===== src/rtl/rf_wport_arbiter.sv =====
// Write-port arbiter for the register file: in-order writeback competes with
// buffered long-latency results, with a starvation guard on the buffered side.
module rf_wport_arbiter #(
  parameter int FIFO_DEPTH   = 2,
  parameter int STARVE_LIMIT = 4,
  parameter int REG_IDX_W    = 5
) (
  input  logic                 clk,
  input  logic                 rst,
  input  logic                 wb_valid,
  input  logic [REG_IDX_W-1:0] wb_idx,
  input  logic [31:0]          wb_data,
  output logic                 wb_stall_o,
  input  logic                 lu_valid,
  input  logic [REG_IDX_W-1:0] lu_idx,
  input  logic [31:0]          lu_data,
  output logic                 lu_ready,
  input  logic [REG_IDX_W-1:0] chk_idx,
  output logic                 chk_pending,
  output logic                 reg_we,
  output logic [REG_IDX_W-1:0] reg_idx,
  output logic [31:0]          reg_data
);

  localparam int PTR_W = (FIFO_DEPTH > 1) ? $clog2(FIFO_DEPTH) : 1;
  localparam int CNT_W = $clog2(FIFO_DEPTH + 1);
  localparam int STV_W = $clog2(STARVE_LIMIT + 1);

  logic [REG_IDX_W-1:0] idx_mem  [FIFO_DEPTH];
  logic [31:0]          data_mem [FIFO_DEPTH];

  logic [PTR_W-1:0] head;
  logic [PTR_W-1:0] tail;
  logic [CNT_W-1:0] count;
  logic [STV_W-1:0] starve_cnt;

  logic                 empty;
  logic                 full;
  logic                 push;
  logic                 pop;
  logic                 fifo_grant;
  logic                 wb_grant;
  logic                 any_grant;
  logic [REG_IDX_W-1:0] grant_idx;
  logic [31:0]          grant_data;
  logic [FIFO_DEPTH-1:0] hit;

  assign empty      = (count == '0);
  assign full       = (count == CNT_W'(FIFO_DEPTH));
  assign lu_ready   = ~full;
  assign push       = lu_valid & ~full;

  // The FIFO head wins whenever writeback is idle or has been favoured too long.
  assign fifo_grant = ~empty & (~wb_valid | (starve_cnt == STV_W'(STARVE_LIMIT)));
  assign wb_grant   = wb_valid & ~fifo_grant;
  assign wb_stall_o = wb_valid & fifo_grant;
  assign pop        = fifo_grant;
  assign any_grant  = fifo_grant | wb_grant;

  assign grant_idx  = fifo_grant ? idx_mem[head]  : wb_idx;
  assign grant_data = fifo_grant ? data_mem[head] : wb_data;

  // An entry is live when its distance from head is below the occupancy.
  generate
    for (genvar gi = 0; gi < FIFO_DEPTH; gi++) begin : g_match
      logic [PTR_W-1:0] offs;
      assign offs    = PTR_W'(gi) - head;
      assign hit[gi] = (CNT_W'(offs) < count) && (idx_mem[gi] == chk_idx);
    end
  endgenerate

  assign chk_pending = (chk_idx != '0) && (|hit);

  always_ff @(posedge clk) begin
    if (push) begin
      idx_mem[tail]  <= lu_idx;
      data_mem[tail] <= lu_data;
    end
  end

  always_ff @(posedge clk or posedge rst) begin
    if (rst) begin
      head       <= '0;
      tail       <= '0;
      count      <= '0;
      starve_cnt <= '0;
      reg_we     <= 1'b0;
      reg_idx    <= '0;
      reg_data   <= '0;
    end else begin
      if (push) tail <= tail + PTR_W'(1);
      if (pop)  head <= head + PTR_W'(1);
      count <= count + CNT_W'(push) - CNT_W'(pop);

      if (pop)
        starve_cnt <= '0;
      else if (~empty && wb_grant && (starve_cnt != STV_W'(STARVE_LIMIT)))
        starve_cnt <= starve_cnt + STV_W'(1);

      // r0 still burns the slot but must never reach the regfile.
      reg_we <= any_grant && (grant_idx != '0);
      if (any_grant) begin
        reg_idx  <= grant_idx;
        reg_data <= grant_data;
      end
    end
  end

endmodule


===== config.mk =====
export PLATFORM = sky130hd
export DESIGN_NAME = rf_wport_arbiter
export DESIGN_NICKNAME = d
export VERILOG_FILES = /design/src/rtl/rf_wport_arbiter.sv
export SDC_FILE = /design/constraint.sdc
export NUM_CORES = 1
export LEC_CHECK = 0
export ABC_AREA = 1
export BUFFER_PORTS_ARGS = -buffer_cell sky130_fd_sc_hd__buf_2
export CORE_MARGIN = 3
export CORE_UTILIZATION = 40
export CTS_CLUSTER_DIAMETER = 50
export DETAILED_ROUTE_END_ITERATION = 16
export SYNTH_ARGS = -nofsm -noshare
export SYNTH_HDL_FRONTEND = slang
export SYNTH_SLANG_ARGS = --single-unit

===== constraint.sdc =====
create_clock -name clk -period 3.5 [get_ports clk]
set_input_delay 0.7 -clock clk [delete_from_list [all_inputs] [get_ports clk]]
set_output_delay 0.7 -clock clk [all_outputs]
set_load 0.05 [all_outputs]

# == Word level (Yosys, flattened, before mapping) ==
# Memories as Yosys holds them, arrays and structs flattened.
# Index checks and enable logic that the tools add are counted.
# word_totals
ff_bits,45
ramBits,74
out_inout_bits,41
wordCells,50
mem_count,2
# memory_table
name,depth,word_bits,rd,rd_ports_with_merged_regs,write_ports,line_no,rtl
data_mem,2,32,1,0,1,30,logic [31:0] data_mem [FIFO_DEPTH];
idx_mem,2,5,3,0,1,29,logic [REG_IDX_W-1:0] idx_mem [FIFO_DEPTH];
# classes
add_sub_neg,7
n_lt_le_gt_ge,2
eq_ne,5
mux,6
bitwise_logic,10
reduce_logical,11
# ops
cell,n
two-way mux 32 bit,1
== test 5 bit,2
nonzero test 5 bit,2
logical AND 1 bit,6
two-way mux 3 bit,2
two-way mux 5 bit,1
AND 1 bit,4
< comparator 1 x 2 -> 1 bit,2
NOT 1 bit,4
"adder 3 x 1 -> 3 bit, second input constant",1
"== test 3 bit, second input constant",1
"inequality test 3 bit, second input constant",1
"adder 1 bit, second input constant",2
adder 2 x 1 -> 2 bit,1
"== test 2 bit, second input constant",1
logical NOT 2 bit,1
two-way mux 1 bit,2
bitwise OR 1 bit,2
nonzero test 2 bit,1
OR reduction 2 bit,1
"subtractor 1 bit, first input constant",2
subtractor 2 x 1 -> 2 bit,1

# == Longest topological paths before layout ==
# Gate-level depths: netlist (run 1).
# depth
depth_word,9
ltp_mapped,11
ltp_nobuf,11

# == Worst setup path after synthesis (run 1) ==
# No wires, ideal clock.
# synth_timing
kind,reg-to-reg
startpoint,register count[0]
endpoint,"memory data_mem[1][0], enable pin"
setup_ps,433
arrival_ps,2603
required_ps,3067
slack_ps,464
stages_incl_launch_ff,5
n_path_buf,0
synth_period_minus_slack_ps,3036
cell_sequence,dfrtp_1 inv_2 nand2_1 nand2_1 nor2_1
# synth_between
elab_chain_cells,5
# synth_lines
element,line_no,rtl
start: declaration,34,logic [CNT_W-1:0] count;
start signal: assignment,93,count <= count + CNT_W'(push) - CNT_W'(pop);
== test 2 bit,49,assign full = (count == CNT_W'(FIFO_DEPTH));
NOT 1 bit,--,
net lu_ready,17,"output logic lu_ready,"
AND 1 bit,51,assign push = lu_valid & ~full;
two-way mux 1 bit,75,if (push) begin
two-way mux 1 bit (not written as such),77,data_mem[tail] <= lu_data;
end: declaration,30,
# The timed path passes the listed nets, and every way through them passes these cells.

# == Final worst setup path (run 1) ==
# layout_timing
startpoint,register head
endpoint,output port chk_pending
# layout_between
elab_chain_cells,5
# layout_lines
element,line_no,rtl
start: declaration,32,logic [PTR_W-1:0] head;
start signal: assignment,92,if (pop) head <= head + PTR_W'(1);
subtractor 1 bit,67,assign offs = PTR_W'(gi) - head;
< comparator 1 x 2 -> 1 bit,68,assign hit[gi] = (CNT_W'(offs) < count) && (idx_mem[gi] == chk_idx);
logical AND 1 bit,68,
OR reduction 2 bit (*),72,assign chk_pending = (chk_idx != '0) && (|hit);
logical AND 1 bit (*),72,
end: declaration,19,"output logic chk_pending,"
# Mark *: on every way between the ends. The rest lies on a longest branch, timed or not.

==> results.yml, run 1 <==
pwr:
  powerDensity_nw_per_um2: 1010
  p_leak_uw: 0.002660
  peakVddDrop_uv: 577.4
cts:
  cts_buffers: 17
  root_buffer: "clkbuf_16"
  cts_setup_buffers: 0
  cts-htree-levels: 4
  clockBufferDepth: 2
  clock-sinks: 119
  clkLatencyLatePin_ps: 410
  cts_resized: 0
  cts_hold_buffers: 0
  cts_tree: "built"
  clkTransAtPathRegs_ps: 60
placement:
  placedCellCount: 690
  place_congestion: 0.7684
  dp_hpwl_um: 7354
  port_buffers: 123
synth:
  synth_top_family_by_area: "simple AND/OR/NAND/NOR gates"
  ys_seq_elements: 119
  syn-instance-count: 438
  synth_compound_area_frac: 0.1008
  syn_area_um2: 4901
  synthMuxAreaShare: 0
  synth-seq-area-share: 0.6832
  yosysWarningCount: 0
  synth-simple-area-share: 0.1481
  syn_nets: 525
  synth_area_per_cell_um2: 11.19
  synth_xor_area_frac: 0.02323
  synth_fa_ha_area_frac: 0.01021
  ys_types: 27
worst_setup_path:
  path_cells: "buf_4 > a21oi_1 > nor2_1 > nand3_1 > a21oi_1 > buf_2"
  cp-end-kind: "output port"
  critPathMaxFanout: 20
  path_class: "flip-flop to output port"
  cp.arrival_ps: 1790
  critical_path.max_stage_delay_ps: 360
  worstPathRequired_ps: 2800
  cpMostUsedCell: "a21oi_1"
  cpMaxStageDelayCell: "dfrtp_1"
  start_kind: "flip-flop"
final_layout:
  final_cell_mix: "123 x buf_2, 89 x nand2_1, 79 x nor2_1"
  seqCellArea_um2: 3348
  nFillCells: 1046
  nNetsFinal: 653
  diodes: 0
  fin_cells: 722
  syn_to_final_growth_pct: 27.32
  drive_gt1_frac: 0.2953
  layout_commonest_cell: "buf_2"
  multi_input_area_um2: 1411
timing:
  worst_pin_slew_ps: 968.3
  finalCritPeriodShare: 0.7124
  clock_skew_ps: 10.78
  hold_viol_final: 0
  maxSlewViolCount: 0
  finalCriticalPeriod_ps: 2494
  fmax_mhz: 401.0
  setup_viol: 0
  finalSetupTns_ps: 0
  grt_setup_unrepaired: "no"
  max_slew_margin: 0.3535
global_route:
  grt_pass1_vias: 3458
  antenna_found_initial: 0
  grt_pass1_wl_um: 17450
  track_usage: 0.1730
  overflow: 0
  grt_max_degree: 46
route:
  vias: 3480
  routed_wl_um: 11150
  route.detailed.drc: 0
  ant_nets: 0
  wl_per_cell_um: 15.45
  first_iter_violations: 184
  vias_per_cell: 4.820
  dr.pass1.iters: 4
die:
  die-width_um: 116.7
  core_area_um2: 11710
  die_h_um: 116.7
  io_pins: 124
  floorplan.rows: 39
  initial_core_util: 0.4185
  die_area_um2: 13620
outcome:
  status: "complete, no violations"
min_path:
  hold_path.class: "primary input to flip-flop"
flow_run:
  cap_violations: 0
[cells by family after synthesis]
kind of cell,Yosys count
simple gates,185
flops,119
compound gates,84
buf+inv,33
xor+xnor,13
fa+ha+maj,4
[area by class of cell]
type                            count  share of cell area
Tap cell                          143             0.02867
Sequential cell                   119              0.5366
Inverter                           10            0.006016
Clock buffer                       23             0.08181
Multi-Input combinational cell    286              0.2262
Timing Repair Buffer              132              0.1095
Clock inverter                      9             0.01123
[power breakdown]
part | internal [µW] | switching, µW
logic | 592 | 1810
registers | 2000 | 215
clock network | 1090 | 594
total | 3680 | 2620
[cells in the mapped netlist]
library cell | n | area [µm²]
clkbuf_2 | 1 | 5.000
nand2_2 | 1 | 6.260
inv_1 | 7 | 26.28
nand2_4 | 1 | 11.26
buf_2 | 14 | 70.07
nand3_1 | 8 | 40.04
and3_1 | 1 | 6.260
o21ai_1 | 6 | 30.03
a31oi_1 | 4 | 25.02
a21oi_2 | 1 | 8.760
clkbuf_1 | 4 | 15.01
buf_4 | 1 | 7.510
nand2_1 | 89 | 334.1
edfxtp_1 | 74 | 2222
inv_2 | 3 | 11.26
nor3_1 | 2 | 10.01
xnor2_1 | 1 | 8.760
a21oi_1 | 5 | 25.02
xor2_1 | 12 | 105.1
dfrtp_1 | 45 | 1126
nor2_1 | 81 | 304.0
nor2_2 | 1 | 6.260
nor3b_1 | 1 | 7.510
o211ai_1 | 26 | 195.2
o21ai_0 | 42 | 210.2
ha_1 | 4 | 50.05
buf_6 | 3 | 33.78
[flip-flops by register name, summed over array words and instances, names as in the netlist]
| register | cells |
|---|---|
| head | 1 |
| reg_idx | 5 |
| starve_cnt | 3 |
| reg_data | 32 |
| count | 2 |
| tail | 1 |
| reg_we | 1 |
| data_mem | 64 |
| idx_mem | 10 |
[worst max-delay path: cells and delay by family (launching register included)]
| family | cells | cell delay, ps |
|---|---|---|
| buffers and inverters | 2 | 550 |
| DFF | 1 | 360 |
| AOI/OAI and AO/OA | 2 | 260 |
| and+or+nand+nor | 2 | 210 |
[through the flow]
step	total power, µW	setup WS [ps]	hold WS [ps]	util	cell area (µm²)
finish	6300	1006	469.9	0.5328	6240
global route	6701	835.7	454.0	0.5328	6240
CTS	6377	989.8	453.2	0.5328	6240
detailed placement	4676	1243	465.0	0.4832	5659
global placement	4638	1258	460.0	0.4832	5659
floorplan	4036	464.5	484.6	-	4901
[final timing paths]
| path | startpoint | end | slack (ps) | cells past startpoint |
|---|---|---|---|---|
| max | head$_DFFE_PP0N_ | chk_pending | 1010 | 6 |
| min | lu_data[20] | data_mem[0][20]$_DFFE_PP_ | 470 | 1 |
| max reg2reg | starve_cnt[0]$_DFFE_PP0P_ | reg_data[10]$_DFFE_PP0P_ | 1490 | 8 |
| min reg2reg | reg_data[22]$_DFFE_PP0P_ | reg_data[22]$_DFFE_PP0P_ | 480 | 2 |
| max in group asynchronous | rst | reg_data[19]$_DFFE_PP0P_ | 2380 | 2 |
| min in group asynchronous | rst | reg_data[24]$_DFFE_PP0P_ | 490 | 2 |
[layer usage]
metal,GRT usage,routed length (µm),up-vias
met5,0,0,-
met4,0.06346,144,0
met3,0.05803,689,12
met2,0.2802,5444,100
met1,0.2164,4875,1605
li1,-,-,1763
No activity file was read; power rests on OpenSTA's default activity.
==> inputs of run 2 (changes only) <==
==> constraint.sdc (replaced) <==
create_clock -name clk -period 2.4 [get_ports clk]
set_input_delay 0.48 -clock clk [delete_from_list [all_inputs] [get_ports clk]]
set_output_delay 0.48 -clock clk [all_outputs]
set_load 0.05 [all_outputs]
==> results.yml, run 2 (same netlist as run 1, synthesis figures left out) <==
cts:
  root_buffer: "clkbuf_16"
  clockBufferDepth: 2
  cts_setup_buffers: 0
  clkLatencyLatePin_ps: 410
  cts_tree: "built"
  cts-htree-levels: 4
  clkTransAtPathRegs_ps: 50
  clock-sinks: 119
  cts_buffers: 17
route:
  routed_wl_um: 11120
  route.detailed.drc: 0
  vias: 3582
  wirelength_met1_um: 4889
  dr.pass1.iters: 6
  first_iter_violations: 210
  maxUsedRoutingLayer: "met4"
  ant_nets: 0
  wl_met3_um: 674
  wl_per_cell_um: 15.31
  dr_wl_met2_um: 5341
  vias_per_cell: 4.934
placement:
  pre_cts_slack_ps: 555.5
  place_congestion: 0.7976
  dp_hpwl_um: 7432
  port_buffers: 123
  placedCellCount: 693
timing:
  hold_viol_final: 0
  finalCriticalPeriod_ps: 2212
  grt_setup_unrepaired: "no"
  maxSlewViolCount: 0
  clock_skew_ps: 9.402
  finalCritPeriodShare: 0.9215
  fmax_mhz: 452.2
  max_slew_margin: 0.5675
  fin_ws_ps: 188.4
  setup_viol: 0
  worst_pin_slew_ps: 647.9
global_route:
  grt_pass1_vias: 3599
  track_usage: 0.1736
  antenna_found_initial: 0
  grt_pass1_wl_um: 17730
  overflow: 0
  grt_max_degree: 41
min_path:
  hold_path.class: "primary input to flip-flop"
worst_setup_path:
  cpMostUsedCell: "a21oi_1"
  critPathMaxFanout: 23
  path_class: "flip-flop to output port"
  critical_path.max_stage_delay_ps: 370
  cpMaxStageDelayCell: "dfrtp_1"
  cp.arrival_ps: 1730
  path_cells: "buf_6 > a21oi_1 > nor2_1 > nand3_1 > a21oi_1 > buf_2"
  start_kind: "flip-flop"
  worstPathRequired_ps: 1920
  cp-end-kind: "output port"
outcome:
  status: "complete, no violations"
final_layout:
  final_cell_mix: "123 x buf_2, 89 x nand2_1, 79 x nor2_1"
  largest_reg_flops: 64
  fin_cells: 726
  syn_to_final_growth_pct: 28.98
  top_regs: "data_mem x64, reg_data x32, idx_mem x10"
  diodes: 0
  layout_commonest_cell: "buf_2"
  nNetsFinal: 657
  drive_gt1_frac: 0.2967
  top_register: "data_mem"
die:
  floorplan.rows: 39
  die-width_um: 116.7
  io_pins: 124
  die_h_um: 116.7
  die_area_um2: 13620
  initial_core_util: 0.4185
  core_area_um2: 11710
pwr:
  total_power_uw: 9393
  peakVddDrop_uv: 790.6
  powerDensity_nw_per_um2: 1486
  p_leak_uw: 0.002694
flow_run:
  cap_violations: 0
run 2: changes by cell type in the layout (fill, tap and decap cells not counted), sizes merged:
cell	before	now
inv	11	10
bufinv	1	4
buf	132	135
dlygate4sd3	0	1
clkinv	7	5
run 2: final cells by class:
type | instances | area (µm²)
Fill cell | 1028 | 5390
Sequential cell | 119 | 3348
Timing Repair Buffer | 136 | 719.4
Clock buffer | 23 | 478.0
Tap cell | 143 | 178.9
Multi-Input combinational cell | 286 | 1411
Inverter | 10 | 37.54
Clock inverter | 9 | 147.6
run 2: what timing repair did:
item / in CTS / in global routing
resized for setup: 0 / 1
hold buffers: 1 / 0
setup endpoints to repair: 0 / 1
hold endpoints to repair: 2 / 0
run 2: worst paths after layout:
kind,startpoint,end,slack [ps],cells past startpoint
worst max-delay path,head$_DFFE_PP0N_,chk_pending,190,6
worst min-delay path,lu_idx[2],idx_mem[1][2]$_DFFE_PP_,250,1
worst max register to register,starve_cnt[0]$_DFFE_PP0P_,reg_data[4]$_DFFE_PP0P_,650,8
worst min register to register,reg_data[18]$_DFFE_PP0P_,reg_data[18]$_DFFE_PP0P_,470,2
max in group asynchronous,rst,starve_cnt[0]$_DFFE_PP0P_,1350,4
min in group asynchronous,rst,reg_data[24]$_DFFE_PP0P_,470,3
run 2: per-stage QoR:
| stage | util | hold slack (ps) | TNS (ps) | area, µm² |
|---|---|---|---|---|
| finish | 0.5397 | 254.9 | 0 | 6321 |
| global route | 0.5397 | 238.1 | 0 | 6321 |
| CTS | 0.5394 | 237.3 | 0 | 6317 |
| detailed placement | 0.4852 | 340.2 | 0 | 5682 |
| global placement | 0.4852 | 339.2 | 0 | 5682 |
| floorplan | - | 503.5 | -2663 | 4906 |
run 2: routing by layer:
layer,track usage,vias to the layer above
met3,0.05389,19
met1,0.2196,1676
met5,0,-
met2,0.2768,113
met4,0.07416,0
li1,-,1774
run 2: where the power goes:
part	internal [µW]	switching, µW	leakage [µW]	total [µW]
clock network	1810	850	0.000309	2660
logic	881	2650	0.00118	3530
registers	2910	289	0.00121	3200
run 2: critical path: cells and delay by family, from the launching register on:
| kind | cells | cell delay, ps |
|---|---|---|
| DFF | 1 | 370 |
| and+or+nand+nor | 2 | 210 |
| AOI/OAI and AO/OA | 2 | 240 |
| buffers and inverters | 2 | 500 |
==> inputs of run 3 (changes only) <==
--- a/config.mk
+++ b/config.mk
@@ -5,7 +5,6 @@
 export SDC_FILE = /design/constraint.sdc
 export NUM_CORES = 1
 export LEC_CHECK = 0
-export ABC_AREA = 1
 export BUFFER_PORTS_ARGS = -buffer_cell sky130_fd_sc_hd__buf_2
 export CORE_MARGIN = 3
 export CORE_UTILIZATION = 40
==> results.yml, run 3 <==
timing:
  maxSlewViolCount: 0
  hold_ws_ps: 139.9
  fmax_mhz: 431.0
  grt_setup_unrepaired: "yes"
  setup_viol: 0
  finalSetupTns_ps: 0
  finalCritPeriodShare: 0.9667
  worst_pin_slew_ps: 578.4
  max_slew_margin: 0.6139
  finalCriticalPeriod_ps: 2320
  clock_skew_ps: 8.301
  hold_viol_final: 0
worst_setup_path:
  cp-end-kind: "output port"
  worstPathRequired_ps: 1920
  start_kind: "flip-flop"
  path_class: "flip-flop to output port"
  r2r_cells: 7
  r2r-start: "starve_cnt[0]$_DFFE_PP0P_"
  ff2ff_setup_slack_ps: 530
  critPathMaxFanout: 2
  cp.arrival_ps: 1840
  r2r-end: "reg_idx[3]$_DFFE_PP0P_"
die:
  io_pins: 124
  core_area_um2: 11560
  die_area_um2: 13380
  floorplan.rows: 39
  die-width_um: 115.7
  die_h_um: 115.7
  initial_core_util: 0.4161
pwr:
  peakVddDrop_uv: 616.6
  powerDensity_nw_per_um2: 1397
  p_leak_uw: 0.002529
final_layout:
  nFillCells: 1031
  top_register: "data_mem"
  final_cell_mix: "121 x buf_2, 74 x edfxtp_1, 43 x dfrtp_1"
  fin_cells: 597
  largest_reg_flops: 64
  layout_commonest_cell: "buf_2"
  syn_to_final_growth_pct: 29.56
  utilization: 0.5391
  diodes: 0
  drive_gt1_frac: 0.4405
  top_regs: "data_mem x64, reg_data x32, idx_mem x10"
  nNetsFinal: 528
route:
  ant_nets: 0
  route.detailed.drc: 0
  first_iter_violations: 111
  routed_wl_um: 10830
  vias_per_cell: 5.111
  vias: 3051
  wl_per_cell_um: 18.13
  dr.pass1.iters: 4
synth:
  syn_area_um2: 4812
  synth_most_common_cell: "edfxtp_1"
  ys_types: 37
  yosys.area.top_type: "edfxtp_1"
  synth-async-reset-ratio: 0.3782
  synth_edf_count: 74
  yosysTopAreaCellShare: 0.4618
  ys_seq_elements: 119
  netlist_top_cells_count: "74 x edfxtp_1, 45 x dfrtp_1, 36 x mux2i_1, 26 x a21oi_1, 25 x o22ai_1"
  ys_top_cells_by_area: "edfxtp_1 46%, dfrtp_1 23%, mux2i_1 7.5%"
  synth-main-ff-cell: "edfxtp_1"
  synth-seq-area-share: 0.6958
  syn-instance-count: 305
  syn_nets: 392
  synth_area_per_cell_um2: 15.78
  yosysWarningCount: 0
cts:
  clkLatencyLatePin_ps: 400
  cts-htree-levels: 4
  cts_tree: "built"
  cts_hold_buffers: 0
  clock-sinks: 119
  cts_buffers: 17
  root_buffer: "clkbuf_16"
  clockBufferDepth: 2
  clkTransAtPathRegs_ps: 60
outcome:
  status: "complete, no violations"
global_route:
  grt_pass1_vias: 3183
  track_usage: 0.1685
  grt_max_degree: 39
  overflow: 0
  antenna_found_initial: 1
  grt_pass1_wl_um: 16660
placement:
  placedCellCount: 564
  port_buffers: 123
  place_congestion: 0.8153
  dp_hpwl_um: 7262
min_path:
  hold_path.class: "primary input to asynchronous set/reset pin"
flow_run:
  cap_violations: 0
-- run 3: critical path, cell delays in order, from the launching register on --
cell and delay, ps:
edfxtp_1 410, xnor2_1 190, o2111ai_1 140, or3_1 380
a21oi_2 140, buf_6 170
-- run 3: routing by layer --
layer	up-vias	GRT usage	part of all wire
met5	-	0	0.00065
met4	2	0.04872	0.0061
met3	9	0.05170	0.055
met2	90	0.2940	0.52
met1	1501	0.2023	0.42
li1	1449	-	-
-- run 3: per-stage QoR --
stage	worst slack [ps]	power, µW	cell area, µm²
6_report	79.85	8708	6235
5_1_grt	-34.26	9138	6235
4_1_cts	11.59	8822	6225
3_5_place_dp	171.2	6131	5579
3_3_place_gp	228.7	6065	5579
2_1_floorplan	41.31	5355	4820
-- run 3: worst max-delay path by stage --
stage	to	start	cells past startpoint	slack, ps
after floorplan	data_mem[1][0]$_DFFE_PP_	count[1]$_DFF_PP0_	2	40
after global placement	chk_pending	chk_idx[0]	6	230
after detailed placement	chk_pending	chk_idx[2]	6	170
after CTS	chk_pending	idx_mem[0][0]$_DFFE_PP_	5	10
after global routing	chk_pending	idx_mem[0][0]$_DFFE_PP_	5	-30
final	chk_pending	idx_mem[0][0]$_DFFE_PP_	5	80
-- run 3: timing repair --
item / CTS / global route
hold endpoints to repair: 0 / 0
gates cloned: 0 / 0
pin swaps: 2 / 5
setup buffers: 1 / 0
endpoints found under the setup margin: 1 / 2
gates resized for setup: 3 / 3
-- run 3: logic make-up after synthesis --
| family | after synthesis | synth area share |
|---|---|---|
| xor gates and xnor gates | 14 | 0.02548 |
| adders and majority gates | 4 | 0.01040 |
| muxes | 36 | 0.07488 |
| DFF | 119 | 0.6958 |
| and+or+nand+nor | 26 | 0.03146 |
| AOI/OAI and AO/OA | 85 | 0.1287 |
| buffers and inverters | 21 | 0.03328 |
-- run 3: final cells by class --
class                      instances  area (µm²)  area share
clock buffer                      17       425.4     0.06823
inverter                           4       15.01    0.002408
timing repair buffer             134       732.0      0.1174
clock inverter                    15       202.7     0.03251
sequential                       119        3351      0.5374
tap                              143       178.9     0.02870
multi-input combinational        165        1330      0.2133
-- run 3: report_power, final --
group          total (µW)  switching, µW  internal [µW]
sequential           3130            290           2840
combinational        2940           2050            883
clock                2650            904           1740
